===== src/rtl/uart_rx_word_packer.sv =====
// Packs UART receiver bytes (async rx_dv strobe) little-endian into BIT_WIDTH words for the core.
// Latency: byte captured SYNC_STAGES clk edges after rx_dv is first sampled; word_valid rises on the final capture edge.
// Backpressure: one held word plus one partial; a completed word arriving while unacked is dropped and flags overflow.
module uart_rx_word_packer #(
    parameter int BIT_WIDTH   = 32,
    parameter int BYTES       = BIT_WIDTH / 8,
    parameter int CNT_W       = $clog2(BYTES),
    parameter int SYNC_STAGES = 2,
    parameter int TIMEOUT_CYC = 50000
) (
    input  logic                 clk,
    input  logic                 rst,
    input  logic                 rx_dv,
    input  logic [7:0]           rx_byte,
    input  logic                 word_ack,
    input  logic                 clr_err,
    output logic [BIT_WIDTH-1:0] word_data,
    output logic                 word_valid,
    output logic [CNT_W-1:0]     byte_cnt,
    output logic                 overflow,
    output logic                 timeout_err
);

    localparam int TMR_W = $clog2(TIMEOUT_CYC + 1);

    localparam logic [0:0] IDLE    = 1'b0;
    localparam logic [0:0] COLLECT = 1'b1;

    logic [SYNC_STAGES-1:0] sync_q;
    logic                   sync_prev;
    logic                   byte_stb;

    logic [0:0]             state_q;
    logic [0:0]             state_d;
    logic [CNT_W-1:0]       cnt_d;
    logic [TMR_W-1:0]       timer_q;
    logic [TMR_W-1:0]       timer_d;
    logic [BIT_WIDTH-1:0]   asm_q;
    logic [BIT_WIDTH-1:0]   asm_d;

    logic                   last_lane;
    logic                   complete;
    logic                   timeout;
    logic                   load_word;
    logic                   ovf_set;

    // rx_dv is asynchronous: shift it through the synchroniser, then edge-detect the last stage.
    always_ff @(posedge clk) begin
        if (rst) begin
            sync_q    <= '0;
            sync_prev <= 1'b0;
        end else begin
            sync_q    <= {sync_q[SYNC_STAGES-2:0], rx_dv};
            sync_prev <= sync_q[SYNC_STAGES-1];
        end
    end

    assign byte_stb  = sync_q[SYNC_STAGES-1] & ~sync_prev;
    assign last_lane = (byte_cnt == CNT_W'(BYTES - 1));
    assign complete  = byte_stb & last_lane;
    assign timeout   = (state_q == COLLECT) & ~byte_stb
                     & (timer_q == TMR_W'(TIMEOUT_CYC - 1));
    assign load_word = complete & (~word_valid | word_ack);
    assign ovf_set   = complete & word_valid & ~word_ack;

    always_comb begin
        asm_d = asm_q;
        if (byte_stb) begin
            for (int i = 0; i < BYTES; i++) begin
                if (byte_cnt == CNT_W'(i)) begin
                    asm_d[8*i +: 8] = rx_byte;
                end
            end
        end
    end

    // A byte on the timeout cycle takes priority, so the window restarts instead of discarding.
    always_comb begin
        state_d = state_q;
        cnt_d   = byte_cnt;
        timer_d = timer_q;
        if (complete) begin
            state_d = IDLE;
            cnt_d   = '0;
            timer_d = '0;
        end else if (byte_stb) begin
            state_d = COLLECT;
            cnt_d   = byte_cnt + 1'b1;
            timer_d = '0;
        end else if (timeout) begin
            state_d = IDLE;
            cnt_d   = '0;
            timer_d = '0;
        end else if (state_q == COLLECT) begin
            timer_d = timer_q + 1'b1;
        end
    end

    always_ff @(posedge clk) begin
        if (rst) begin
            state_q  <= IDLE;
            byte_cnt <= '0;
            timer_q  <= '0;
            asm_q    <= '0;
        end else begin
            state_q  <= state_d;
            byte_cnt <= cnt_d;
            timer_q  <= timer_d;
            asm_q    <= (complete | timeout) ? '0 : asm_d;
        end
    end

    // The completed word is taken from asm_d so the final byte lands in the same edge it is captured.
    always_ff @(posedge clk) begin
        if (rst) begin
            word_data   <= '0;
            word_valid  <= 1'b0;
            overflow    <= 1'b0;
            timeout_err <= 1'b0;
        end else begin
            if (load_word) begin
                word_data  <= asm_d;
                word_valid <= 1'b1;
            end else if (word_ack) begin
                word_valid <= 1'b0;
            end
            overflow    <= ovf_set | (overflow & ~clr_err);
            timeout_err <= timeout | (timeout_err & ~clr_err);
        end
    end

endmodule


===== config.mk =====
export PLATFORM = sky130hd
export DESIGN_NAME = uart_rx_word_packer
export DESIGN_NICKNAME = d
export VERILOG_FILES = /design/src/rtl/uart_rx_word_packer.sv
export SDC_FILE = /design/constraint.sdc
export NUM_CORES = 1
export LEC_CHECK = 0
export ABC_AREA = 1
export CAP_MARGIN = 15
export CELL_PAD_IN_SITES_DETAIL_PLACEMENT = 1
export CELL_PAD_IN_SITES_GLOBAL_PLACEMENT = 1
export CORE_ASPECT_RATIO = 0.7
export CORE_MARGIN = 2
export CORE_UTILIZATION = 35
export DETAILED_ROUTE_END_ITERATION = 8
export PLACE_DENSITY_LB_ADDON = 0.1
export SETUP_SLACK_MARGIN = 0.5
export SLEW_MARGIN = 0
export SYNTH_ARGS = -nofsm -noshare
export SYNTH_HDL_FRONTEND = slang
export SYNTH_SLANG_ARGS = --single-unit

===== constraint.sdc =====
create_clock -name clk -period 1.38 [get_ports clk]
set_input_delay 0.345 -clock clk [delete_from_list [all_inputs] [get_ports clk]]
set_output_delay 0.345 -clock clk [all_outputs]
set_load 0.05 [all_outputs]

### Word-level counts from Yosys, hierarchy flattened

Index checks and enable logic that the tools add are counted.

| word-level totals | value |
|---|---|
| register bits after elaboration | 89 |
| output and inout bits | 37 |
| bits of input ports | 13 |
| logic and storage cells | 51 |

| cells by class | value |
|---|---|
| add/subtract/negate cells | 2 |
| multiplexer cells | 11 |
| reduce and logical (&&, ||, !) cells | 6 |
| bitwise operators | 18 |
| equal/unequal tests | 4 |

Operators with widths:

| cell | count |
|---|---|
| $mux 32 | 1 |
| $mux 8 | 4 |
| $add 16x1->16 const B | 1 |
| $eq 16x16->1 const B | 1 |
| $and 1x1->1 | 9 |
| $not 1->1 | 5 |
| $eq 2x2->1 const B | 2 |
| $mux 1 | 4 |
| $mux 2 | 2 |
| $or 1x1->1 | 4 |
| $reduce_bool 2->1 | 2 |
| $reduce_or 2->1 | 2 |
| $reduce_or 4->1 | 1 |
| $add 2x1->2 const B | 1 |
| $eq 2x1->1 const B | 1 |
| $logic_not 2->1 | 1 |

### Logic depth before layout (Yosys ltp)

| logic depth | value |
|---|---|
| depth after elaboration | 7 |
| depth in mapped cells | 9 |

### Worst setup path before layout

Ideal clock, no wire load.

| timing | value |
|---|---|
| kind | reg2reg |
| from | register byte_cnt[1] |
| to | register word_data[14] |
| required time | 1.257 ns |
| data arrival time | 1.568 ns |
| setup slack | -0.311 ns |
| clock period less this slack | 1.691 ns |
| library setup time | 0.123 ns |
| cell stages (with the launch flop) | 8 |
| path through | dfxtp_1 > inv_1 > ha_1 > nand2_2 > clkbuf_1 > nand2_1 > o21ai_0 > a21oi_1 |

| on the way | value |
|---|---|
| cells in the longest elaborated chain, start to end | 3 |
| elaborated cells between the ends (all ways) | 6 |
| those cells by class | eq/ne: 2; mux: 2; bitwise: 2 |

Ends and longest elaborated chain:

| item | RTL line | RTL |
|---|---|---|
| start: declaration | 19 | `output logic [CNT_W-1:0] byte_cnt,` |
| start signal: assignment | 107 | `byte_cnt <= cnt_d;` |
| $eq 2x1->1 or $eq 2x2->1 (tied branches) | 70, 59 |  |
| $mux 8 or $and 1x1->1 (tied branches) | 70, 60 |  |
| $mux 32 or $and 1x1->1 (tied branches) | 68, 63 |  |
| end signal: assignment | 122 | `word_data <= asm_d;` |
| end: declaration | 17 | `output logic [BIT_WIDTH-1:0] word_data,` |

Several ways; a longest one is shown, not always the timed one.
A chain may end at the register's enable or synchronous reset.

### Worst setup path after layout

| timing | value |
|---|---|
| from | register timer_q[0] |
| to | register asm_q[21] |

| on the way | value |
|---|---|
| cells in the longest elaborated chain, start to end | 4 |

Ends and longest elaborated chain:

| item | RTL line | RTL |
|---|---|---|
| start: declaration | 36 | `logic [TMR_W-1:0] timer_q;` |
| start signal: assignment | 108 | `timer_q <= timer_d;` |
| $eq 16x16->1 | 62 | `& (timer_q == TMR_W'(TIMEOUT_CYC - 1));` |
| $and 1x1->1 | 62 |  |
| $or 1x1->1 | 109 | `asm_q <= (complete \| timeout) ? '0 : asm_d;` |
| $reduce_or 2->1 (no line) | - |  |
| end signal: assignment | 109 |  |
| end: declaration | 38 | `logic [BIT_WIDTH-1:0] asm_q;` |

Every way passes these cells.

==> summary.md <==
| Metric | Value |
|---|---|
| Status | finished with violations |
| Failing checks | negative setup slack |
| Synth warn | 0 |
| WL final | 11.3 mm |
| Slew margin rel. | 75.7% |
| Setup TNS | -0.105 ns |
| Crit-path max FO | 6 |
| Int Pwr | just under 4 mW |
| Post-Layout Cell Count | roughly 640 |
| Final Net Count | roughly 530 |
| Comb pwr share | approximately 6.7% |
| Post-placement setup slack | -0.297 ns |
| First-pass GRT wire length | between 15 and 20 mm |
| Max-cap violations | 0 |
| Seq. cell area | roughly 1700 µm² |
| Final Util | around 62% |
| Clk pwr share | ~48% |
| Worst skew pair latency | approximately 0.34 ns |
| Final setup viols | 13 |
| Inserted Clock Buffers | 9 |
| Number of DRC markers in iteration 0 | between 150 and 200 |
| Core area | 9030 µm² |
| Clk pin slew, worst setup/hold paths | approximately 0.060 ns |
| PwrDens | 920 nW/µm² |
| Final setup margin | -0.0136 ns |
| Setup Skew | between 0.006 and 0.007 ns |
| Final total power | just over 5 mW |
| Post-Synthesis Cells | between 400 and 500 |
| DR WL/cell | 17.8 µm |
| Die width | 119 µm |
| Initial DRT Pass Iterations | 4 |
| Leak Pwr | 2.21 nW |
| # hold bufs at CTS | 0 |
| Unrepaired setup endpoints after global routing | true |
| Worst-path cell chain | ha_4 > nand4_1 > nor2_2 > nand2_4 > nand2_8 > clkbuf_16 > nor2_1 |
| Critical-path top delay cell | dfxtp_2 |
| Die Area | around 10000 µm² |
| Synthesized area | 3240 µm² |
| Final Max Slew Viols | 0 |
| Worst-Margin Slew | roughly 0.36 ns |
| DR vias/cell | between 4 and 5 |
| Fill count | about 1000 |
| Largest net degree at the start of global routing | 25 |
| Endpoints failing hold | 0 |
| Seq/Total Area, Yosys | 50.0% |
| Yosys cell types | 29 |
| Initial Utilization | a little over a third |
| Syn_area_per_cell | 7.77 µm² |
| Buffers on Ports | 49 |
| Top delay family on crit path | simple AND/OR/NAND/NOR gates |
| DP Wirelength | around 6.6 mm |
| Layout area overhead | 73.0% |
| CTS root buf | clkbuf_16 |
| Psw | between 1 and 1.5 mW |
| Peak VDD IR | about 0.66 mV |
| Worst Path Arrival | 1.62 ns |
| # IOs | 50 |
| # DRC | 0 |
| Maximum clock insertion buffer count | 2 |
| RePlAce Congestion | around 0.8 |
| Worst Path Required | ~1.6 ns |
| H-tree levels | 3 |
| Gr ovfl total | 0 |
| Switching part of the total | 23.7% |
| Fmax | just over 700 MHz |
| CTS tree | yes |
| Layout cell share with drive strength beyond 1 | about half |
| Syn nets | around 440 |
| Area occupied by multi-input gates | between 1500 and 2000 µm² |
| Crit path time final | between 1 and 1.5 ns |
| Yosys reg bits | 81 |
| Vias in the first global route | roughly 3200 |
| Post-route ant nets | 0 |
| Reg power frac | 45.7% |
| Worst Setup Start Kind | flop |
| Tcrit/Tclk final | 101% |
| Critical path's largest stage delay | ~0.36 ns |
| # rows | 29 |
| Min-delay worst type | reg -> reg |
| CTS sink count | between 80 and 90 |
| Via count | 3141 |
| Initial antenna violation count | 0 |
| Setup crit end kind | flop |
| Buf+Inv Stages, Crit Path | 1 |
| Final antenna diode count | 0 |
| Tot GR Track Use | 20.5% |
| Die height | between 80 and 90 µm |
| Inst Count DP | approximately 600 |
| Crit Path Category | reg -> reg |
-- synth_stat cells, drive strengths merged --
| master | count | area [µm²] |
|---|---|---|
| nand2 | 65 | 277 |
| inv | 53 | 204 |
| o21a | 1 | 7.51 |
| xor2 | 5 | 43.8 |
| clkinv | 1 | 3.75 |
| dfxtp | 81 | 1620 |
| a22oi | 1 | 7.51 |
| xnor2 | 1 | 8.76 |
| a21oi | 34 | 170 |
| nor3b | 1 | 7.51 |
| or2 | 3 | 18.8 |
| o21ai | 62 | 310 |
| nor2 | 70 | 270 |
| clkbuf | 4 | 15.0 |
| nor3 | 2 | 10.0 |
| buf | 12 | 105 |
| nand4 | 5 | 31.3 |
| nand3 | 11 | 67.6 |
| ha | 5 | 62.6 |
-- flip-flops by register name, indices dropped and copies added, names as in the netlist --
register,count
timer_q,16
byte_cnt,2
sync_prev,1
state_q,1
sync_q,2
overflow,1
word_valid,1
word_data,32
asm_q,24
timeout_err,1
-- tightest hold or removal path, stage by stage, from the launching register on --
cell and delay [ns]:
dfxtp_1 0.30, inv_1 0.04, nor2_1 0.03
-- per-stage QoR --
stage,area (µm²),hold WS (ns)
finish,5610,0.403
global route,5610,0.425
CTS,5020,0.415
detailed placement,4490,0.407
global placement,4490,0.390
floorplan,3390,0.388
-- metal layers --
layer  wire, µm  global-route usage [%]  up-vias
met2       5490                    32.9       60
met1       5320                    28.0     1549
li1           -                       -     1520
met3        386                    5.30       12
met5          0                       0        -
met4        134                    4.22        0
-- what timing repair did --
item	4_1_cts	5_1_grt
resized for setup	40	131
endpoints found under the setup margin	115	115
gates cloned	2	5
buffers inserted	7	8
pin swaps	7	20
-- power by group through the flow --
stage / sequential, mW / clock, mW / combinational (mW)
floorplan: 2.43 / 0 / 0.129
global placement: 2.42 / 0 / 0.251
detailed placement: 2.43 / 0 / 0.258
CTS: 2.37 / 2.48 / 0.275
global route: 2.36 / 2.62 / 0.371
finish: 2.36 / 2.45 / 0.348
-- cells in the final DEF (no fill, tap or decap), types with 4 or more instances in the layout --
cell	Yosys	final
dfxtp_2	0	35
buf_4	3	27
o21ai_0	53	5
a21oi_1	34	15
xor2_1	5	5
nor2_4	1	16
dfxtp_1	81	34
nand3_1	10	8
clkbuf_16	0	13
nor2_2	0	17
o21ai_1	9	26
a21oi_2	0	19
o21ai_2	0	30
nand2_1	58	54
nand2_8	0	4
inv_1	49	45
dfxtp_4	0	12
inv_2	3	5
nand2_4	3	5
clkdlybuf4s50_1	0	12
nor2_1	69	37
nand4_1	5	5
buf_12	0	44
-- cell families (layout without fill, tap and decap cells) --
kind of cell | Yosys count | after routing | share of synthesized area (%)
DFF | 81 | 81 | 50.0
buffers and inverters | 70 | 164 | 10.1
xor gates and xnor gates | 6 | 6 | 1.62
adders and majority gates | 5 | 5 | 1.93
and+or+nand+nor | 157 | 158 | 21.0
AOI/OAI and AO/OA | 98 | 98 | 15.3
-- path summary, 6_finish.rpt --
kind	start	end	slack [ns]	cells past startpoint
setup / recovery	timer_q[0]	asm_q[21]	-0.01	7
hold reg to reg	sync_q[0]	sync_q[1]	0.40	2
hold / removal	sync_q[0]	sync_q[1]	0.40	2
setup reg to reg	timer_q[0]	asm_q[21]	-0.01	7
-- final cells by class --
type                            instances  area share, %
Sequential cell                        81           30.5
Clock buffer                           10           4.26
Clock inverter                          6           1.16
Inverter                               54           3.93
Timing Repair Buffer                   94           25.4
Tap cell                              124           2.77
Multi-Input combinational cell        267           32.0
(Power assumes the default switching activity.)
